$ cat src/rtl/sprite_mover.sv
// Sprite mover: erases the sprite at its old position, steps the centre by STEP
// with screen clamping, then redraws it from a sprite ROM, one pixel per clock.
module sprite_mover #(
  parameter int          nX           = 10,
  parameter int          nY           = 9,
  parameter int          xOBJ         = 4,
  parameter int          yOBJ         = 4,
  parameter int          XOFFSET      = 320,
  parameter int          YOFFSET      = 240,
  parameter int          STEP         = 4,
  parameter int          XRES         = 640,
  parameter int          YRES         = 480,
  parameter logic [8:0]  BG_COLOR     = 9'h000,
  parameter bit          TRANSP_EN    = 1'b0,
  parameter logic [8:0]  TRANSP_COLOR = 9'h1FF
) (
  input  logic                 CLOCK_50,
  input  logic                 Resetn,
  input  logic                 go,
  input  logic                 move,
  input  logic [1:0]           dir,
  output logic [xOBJ+yOBJ-1:0] rom_addr,
  input  logic [8:0]           rom_data,
  output logic [nX-1:0]        VGA_x,
  output logic [nY-1:0]        VGA_y,
  output logic [8:0]           VGA_color,
  output logic                 VGA_write,
  output logic                 done,
  output logic                 busy,
  output logic [nX-1:0]        pos_x,
  output logic [nY-1:0]        pos_y,
  output logic [2:0]           fsm_state
);

  localparam int BX = 1 << xOBJ;
  localparam int BY = 1 << yOBJ;
  localparam int AW = xOBJ + yOBJ;

  localparam logic [nX:0]   X_MIN  = (nX+1)'(BX / 2);
  localparam logic [nX:0]   X_MAX  = (nX+1)'(XRES - BX / 2);
  localparam logic [nX:0]   X_STEP = (nX+1)'(STEP);
  localparam logic [nY:0]   Y_MIN  = (nY+1)'(BY / 2);
  localparam logic [nY:0]   Y_MAX  = (nY+1)'(YRES - BY / 2);
  localparam logic [nY:0]   Y_STEP = (nY+1)'(STEP);
  localparam logic [nX-1:0] HALF_X = nX'(BX / 2);
  localparam logic [nY-1:0] HALF_Y = nY'(BY / 2);

  typedef enum logic [2:0] {
    S_IDLE   = 3'd0,
    S_ERASE  = 3'd1,
    S_UPDATE = 3'd2,
    S_DRAW   = 3'd3,
    S_FLUSH  = 3'd4,
    S_DONE   = 3'd5
  } state_t;

  state_t state, state_n;

  logic          go_q;
  logic          go_rise;
  logic [AW-1:0] cnt;
  logic          last_px;
  logic          issue;
  logic          erase_ph;
  logic [nX-1:0] tgt_x;
  logic [nY-1:0] tgt_y;
  logic [nX:0]   px_w, tgt_x_c;
  logic [nY:0]   py_w, tgt_y_c;
  logic          same_pos;
  logic [nX-1:0] pix_x;
  logic [nY-1:0] pix_y;
  logic          p1_valid;
  logic          p1_erase;
  logic [nX-1:0] p1_x;
  logic [nY-1:0] p1_y;

  // go/move are plain level/pulse requests with no ready: they are acted on only
  // in IDLE (busy=0) and dropped otherwise; done pulses once per accepted request.
  assign go_rise  = go & ~go_q;
  assign last_px  = &cnt;
  assign rom_addr = cnt;
  assign fsm_state = state;

  // Target is formed one bit wider than the coordinate and clamped, so it never wraps.
  assign px_w = {1'b0, pos_x};
  assign py_w = {1'b0, pos_y};

  always_comb begin
    tgt_x_c = px_w;
    tgt_y_c = py_w;
    case (dir)
      2'b00: tgt_x_c = (px_w < X_MIN + X_STEP) ? X_MIN : px_w - X_STEP;
      2'b01: tgt_y_c = (py_w < Y_MIN + Y_STEP) ? Y_MIN : py_w - Y_STEP;
      2'b10: tgt_y_c = (py_w + Y_STEP > Y_MAX) ? Y_MAX : py_w + Y_STEP;
      default: tgt_x_c = (px_w + X_STEP > X_MAX) ? X_MAX : px_w + X_STEP;
    endcase
  end

  assign same_pos = (tgt_x_c == px_w) && (tgt_y_c == py_w);

  // Pixel address is {YC,XC}: XC runs fastest, giving row-major order.
  assign pix_x = pos_x - HALF_X + nX'(cnt[xOBJ-1:0]);
  assign pix_y = pos_y - HALF_Y + nY'(cnt[AW-1:xOBJ]);

  always_ff @(posedge CLOCK_50 or negedge Resetn) begin
    if (!Resetn) state <= S_IDLE;
    else         state <= state_n;
  end

  always_comb begin
    state_n = state;
    case (state)
      S_IDLE: begin
        if (go_rise)   state_n = S_DRAW;
        else if (move) state_n = same_pos ? S_DONE : S_ERASE;
      end
      S_ERASE:  if (last_px) state_n = S_UPDATE;
      S_UPDATE: state_n = S_DRAW;
      S_DRAW:   if (last_px) state_n = S_FLUSH;
      S_FLUSH:  if (cnt[0])  state_n = S_DONE;
      S_DONE:   state_n = S_IDLE;
      default:  state_n = S_IDLE;
    endcase
  end

  always_comb begin
    busy     = (state != S_IDLE);
    done     = (state == S_DONE);
    issue    = (state == S_ERASE) || (state == S_DRAW);
    erase_ph = (state == S_ERASE);
  end

  // cnt walks the pixels in ERASE/DRAW, wraps to 0 on the last one, then times FLUSH.
  always_ff @(posedge CLOCK_50 or negedge Resetn) begin
    if (!Resetn) begin
      go_q  <= 1'b1;
      cnt   <= '0;
      pos_x <= nX'(XOFFSET);
      pos_y <= nY'(YOFFSET);
      tgt_x <= nX'(XOFFSET);
      tgt_y <= nY'(YOFFSET);
    end else begin
      go_q <= go;
      cnt  <= (issue || state == S_FLUSH) ? cnt + 1'b1 : '0;
      if (state == S_IDLE) begin
        tgt_x <= tgt_x_c[nX-1:0];
        tgt_y <= tgt_y_c[nY-1:0];
      end
      if (state == S_UPDATE) begin
        pos_x <= tgt_x;
        pos_y <= tgt_y;
      end
    end
  end

  // Two-stage pixel pipe: stage 1 waits for the ROM read, stage 2 drives the VGA port.
  always_ff @(posedge CLOCK_50 or negedge Resetn) begin
    if (!Resetn) begin
      p1_valid  <= 1'b0;
      p1_erase  <= 1'b0;
      p1_x      <= '0;
      p1_y      <= '0;
      VGA_x     <= '0;
      VGA_y     <= '0;
      VGA_color <= '0;
      VGA_write <= 1'b0;
    end else begin
      p1_valid  <= issue;
      p1_erase  <= erase_ph;
      p1_x      <= pix_x;
      p1_y      <= pix_y;
      VGA_x     <= p1_x;
      VGA_y     <= p1_y;
      VGA_color <= p1_erase ? BG_COLOR : rom_data;
      VGA_write <= p1_valid &&
                   (p1_erase || !(TRANSP_EN && (rom_data == TRANSP_COLOR)));
    end
  end

endmodule

$ cat config.mk
export PLATFORM = sky130hd
export DESIGN_NAME = sprite_mover
export DESIGN_NICKNAME = d
export VERILOG_FILES = /design/src/rtl/sprite_mover.sv
export SDC_FILE = /design/constraint.sdc
export NUM_CORES = 1
export LEC_CHECK = 0
export CORE_ASPECT_RATIO = 0.9
export CORE_MARGIN = 1.5
export CORE_UTILIZATION = 55
export CTS_BUF_LIST = sky130_fd_sc_hd__clkbuf_16
export CTS_CLUSTER_DIAMETER = 80
export DETAILED_ROUTE_END_ITERATION = 10
export PLACE_DENSITY_LB_ADDON = 0.1
export SLEW_MARGIN = 20
export SYNTH_ARGS = -nofsm -noshare
export SYNTH_HDL_FRONTEND = slang
export SYNTH_SLANG_ARGS = --single-unit
$ cat constraint.sdc
create_clock -name CLOCK_50 -period 3.7 [get_ports CLOCK_50]
set_input_delay 0.74 -clock CLOCK_50 [delete_from_list [all_inputs] [get_ports CLOCK_50]]
set_output_delay 0.74 -clock CLOCK_50 [all_outputs]
set_load 0.02 [all_outputs]
==> results.tsv <==
stage	metric	value	unit
synth	synthXorXnorAreaFrac	4.92	%
sta	whs	0.349	ns
sta	setup_tns	0	ns
routing	drtAntennaViolNets	0	
synth	synth-seq-area-share	42.9	%
sta	tightest_slew	0.783	ns
pwr	p_leak	3.05	nW
floorplan	io_pins	76	
floorplan	die-width	112	um
synth	synth-compound-area-share	18.8	%
placement	dpl.hpwl	11.2	mm
outcome	status	finished with violations	
synth	syn_nets	667	
pwr	ir_worst_vdd	271	uV
synth	synthesis.area	5870	um2
clock_tree	htreeDepth	3	
clock_tree	cts-resized-gates	0	
clock_tree	cts-root-buf	clkbuf_16	
clock_tree	clockBufferDepth	2	
setup_path	cp.required	3.96	ns
final_layout	fill_cells	819	
setup_path	arrival	3.39	ns
sta	finalSetupViolations	0	
final_layout	final_area	7060	um2
pwr	power.density	581	nW/um2
clock_tree	cts_setup_buffers	0	
setup_path	r2r_start	pos_y[2]	
final_layout	area_growth	20.2	%
clock_tree	cts_tree	yes	
routing	dr.pass1.iters	8	
synth	synth-simple-area-share	14.9	%
setup_path	critPathMaxFanout	11	
synth	syn_area_per_cell	9.87	um2
setup_path	slowest_stage	dfrtp_1	
setup_path	crit_path_start	pos_y[2]	
synth	ys_ff_latch	100	
synth	synth_ff_type	dfrtp_1	
floorplan	rows	35	
clock_tree	clk_pin_slew	0.08	ns
final_layout	diodes	0	
setup_path	critPathLaunchType	flip-flop	
routing	drc	9	
global_routing	grt_max_degree	49	
synth	yosysWarnings	0	
floorplan	core	10300	um2
routing	drt_iter0_markers	319	
placement	pre_cts_ws	0.283	ns
sta	skew	0.0110	ns
setup_path	end_kind	flip-flop	
synth	synth_edf_count	0	
sta	hold_viol	0	
floorplan	die-area	11300	um2
clock_tree	clock_latency	0.35	ns
global_routing	track_usage	28.1	%
routing	routed_via_density	5.96	
synth	syn_inst	595	
sta	worst_slack	0.574	ns
setup_path	cp_slowest_stage_delay	0.62	ns
sta	relSlewSlack	47.5	%
sta	fin_crit	3.13	ns
global_routing	grt-ovfl-total	0	
synth	synthAdderAreaFrac	12.4	%
worst_hold_path	hold_start	p1_x[8]	
floorplan	die_y	101	um
clock_tree	cts_made_buffers	9	
placement	dpl_cell_area	6770	um2
global_routing	grt_pass1_wl	24.6	mm
routing	routedWlPerCell	19.2	um
final_layout	fin_cells	805	
synth	muxShareOfSynthArea	1.81	%
sta	rsz0062_at_grt	false	
final_layout	drive_above_1_share	9.32	%
setup_path	crit_chain	ha_1 > nand2_1 > or3_1 > a221o_1 > o211ai_1 > mux2i_1 > o31a_2 > nand4_1 > o31ai_2	
clock_tree	ctsHoldBuffers	0	
placement	dpl.cell_count	789	
sta	fin_crit_sh	84.5	%
global_routing	antenna_found_initial	0	
routing	routed_wl	15.5	mm
run	max-cap-violations	0	
synth	ys_types	74	
outcome	violations	DRC	
sta	final_max_slew_viol_count	0	
placement	port_buffers	75	
sta	fmax	320	MHz
worst_hold_path	hp-class	reg -> reg	
global_routing	grt_pass1_vias	4688	
synth	async_flop_share	100	%
synth	synth_top_family_by_area	compound AO/OA/AOI/OAI gates	
placement	globalplace.congestion	0.888	
floorplan	initial_utilization	56.8	%
final_layout	fin_nets	743	
clock_tree	clock-sinks	100	
routing	vias	4798	
setup_path	critPathKind	reg -> reg	
routing by layer:
metal / vias up / routed length, um / track usage (%) / part of all wire, %
li1: 2270 / - / - / -
met5: - / 0 / 0 / 0
met3: 26 / 840 / 4.93 / 5.4
met2: 156 / 7190 / 45.3 / 47
met4: 0 / 285 / 8.58 / 1.8
met1: 2346 / 7140 / 39.3 / 46
placed cells by master, fill, tap and decap left out, types with 3 or more instances in the layout:
| cell | n |
|---|---|
| a211o_1 | 4 |
| nand4_1 | 6 |
| ha_1 | 55 |
| nor2b_1 | 17 |
| a31oi_1 | 4 |
| a311oi_1 | 3 |
| a211oi_1 | 8 |
| nor2_1 | 31 |
| o211ai_1 | 6 |
| o21bai_1 | 7 |
| a32oi_1 | 3 |
| a221oi_1 | 3 |
| a21o_1 | 7 |
| xnor2_1 | 24 |
| clkinv_4 | 3 |
| o21ai_0 | 40 |
| xor2_1 | 9 |
| buf_4 | 15 |
| clkdlybuf4s50_1 | 74 |
| nor3_1 | 9 |
| clkinv_1 | 3 |
| o31ai_1 | 7 |
| nand2b_1 | 5 |
| a21oi_1 | 38 |
| inv_1 | 31 |
| dfrtp_1 | 87 |
| mux2_2 | 5 |
| nand3_1 | 18 |
| nor4_1 | 3 |
| nand2_1 | 61 |
| dfstp_2 | 13 |
| clkbuf_16 | 9 |
| and3_1 | 8 |
| mux2i_1 | 5 |
| and2_1 | 5 |
layout make-up:
class / count / area [um2] / area share [%]
multi-input combinational: 437 / 3110 / 44.1
sequential: 100 / 2520 / 35.7
timing repair buffer: 89 / 853 / 12.1
clock buffer: 9 / 225 / 3.19
tap: 129 / 161 / 2.29
inverter: 34 / 128 / 1.81
clock inverter: 7 / 60.1 / 0.851
metrics by stage:
step	utilization (%)	total power (W)
after floorplan	-	0.00252
after global placement	65.5	0.00312
after detailed placement	65.5	0.00318
after CTS	68.3	0.00412
after global routing	68.3	0.00430
final	68.3	0.00410
synthesized netlist by cell type, types with 3 or more instances:
| library cell | instances | area (um2) |
|---|---|---|
| mux2i_1 | 5 | 50.1 |
| a21o_1 | 7 | 52.6 |
| nand2b_1 | 5 | 31.3 |
| a32oi_1 | 3 | 26.3 |
| buf_4 | 3 | 22.5 |
| nor2_1 | 31 | 116 |
| inv_1 | 30 | 113 |
| dfstp_2 | 13 | 342 |
| a311oi_1 | 3 | 26.3 |
| o31ai_1 | 7 | 52.6 |
| nor2b_1 | 17 | 106 |
| nand3_1 | 18 | 90.1 |
| clkinv_1 | 3 | 11.3 |
| nand4_1 | 6 | 37.5 |
| nor4_1 | 3 | 18.8 |
| dfrtp_1 | 87 | 2180 |
| o211ai_1 | 6 | 45.0 |
| o21ai_0 | 40 | 200 |
| xnor2_1 | 24 | 210 |
| and3_1 | 8 | 50.1 |
| ha_1 | 55 | 688 |
| and2_1 | 5 | 31.3 |
| a221oi_1 | 3 | 26.3 |
| buf_2 | 8 | 40.0 |
| xor2_1 | 9 | 78.8 |
| nand2_1 | 61 | 229 |
| a31oi_1 | 4 | 25.0 |
| nor3_1 | 9 | 45.0 |
| clkbuf_1 | 12 | 45.0 |
| a21oi_1 | 38 | 190 |
| a211o_1 | 4 | 35.0 |
| a211oi_1 | 8 | 60.1 |
| o21bai_1 | 7 | 52.6 |
| mux2_2 | 5 | 56.3 |
state kept, by name, summed over array words and instances (netlist names):
signal / flops
VGA_color: 9
VGA_write: 1
VGA_x: 10
VGA_y: 9
fsm_state: 3
go_q: 1
p1_erase: 1
p1_valid: 1
p1_x: 10
p1_y: 9
pos_x: 10
pos_y: 9
rom_addr: 8
tgt_x: 10
tgt_y: 9
power breakdown:
| part | leakage [nW] | switching, W | total [W] | internal, W |
|---|---|---|---|---|
| clock | 0.141 | 0.000454 | 0.000922 | 0.000468 |
| sequential | 1.19 | 0.000218 | 0.00164 | 0.00142 |
| combinational | 1.72 | 0.000849 | 0.00154 | 0.000693 |
path summary, 6_finish.rpt:
| kind | slack (ns) | cells past startpoint | to |
|---|---|---|---|
| setup / recovery | 0.57 | 9 | fsm_state[2] |
| hold / removal | 0.35 | 0 | VGA_x[8] |
| setup reg to reg | 0.57 | 9 | fsm_state[2] |
| hold reg to reg | 0.35 | 0 | VGA_x[8] |
| max in group asynchronous | 2.46 | 2 | tgt_y[6] |
| min in group asynchronous | 0.38 | 1 | VGA_color[7] |
cell families after synthesis:
family | after synthesis
compound gates | 161
xor+xnor | 33
fa+ha+maj | 57
buf+inv | 58
flops | 100
mux | 10
simple gates | 176
critical path: cells and delay by family (launching register included):
| kind | cells | cell delay (ns) |
|---|---|---|
| AOI/OAI and AO/OA | 4 | 1.06 |
| and+or+nand+nor | 3 | 0.64 |
| DFF | 1 | 0.62 |
| adders and majority gates | 1 | 0.47 |
| muxes | 1 | 0.25 |
No activity file was read; power rests on OpenSTA's default activity.
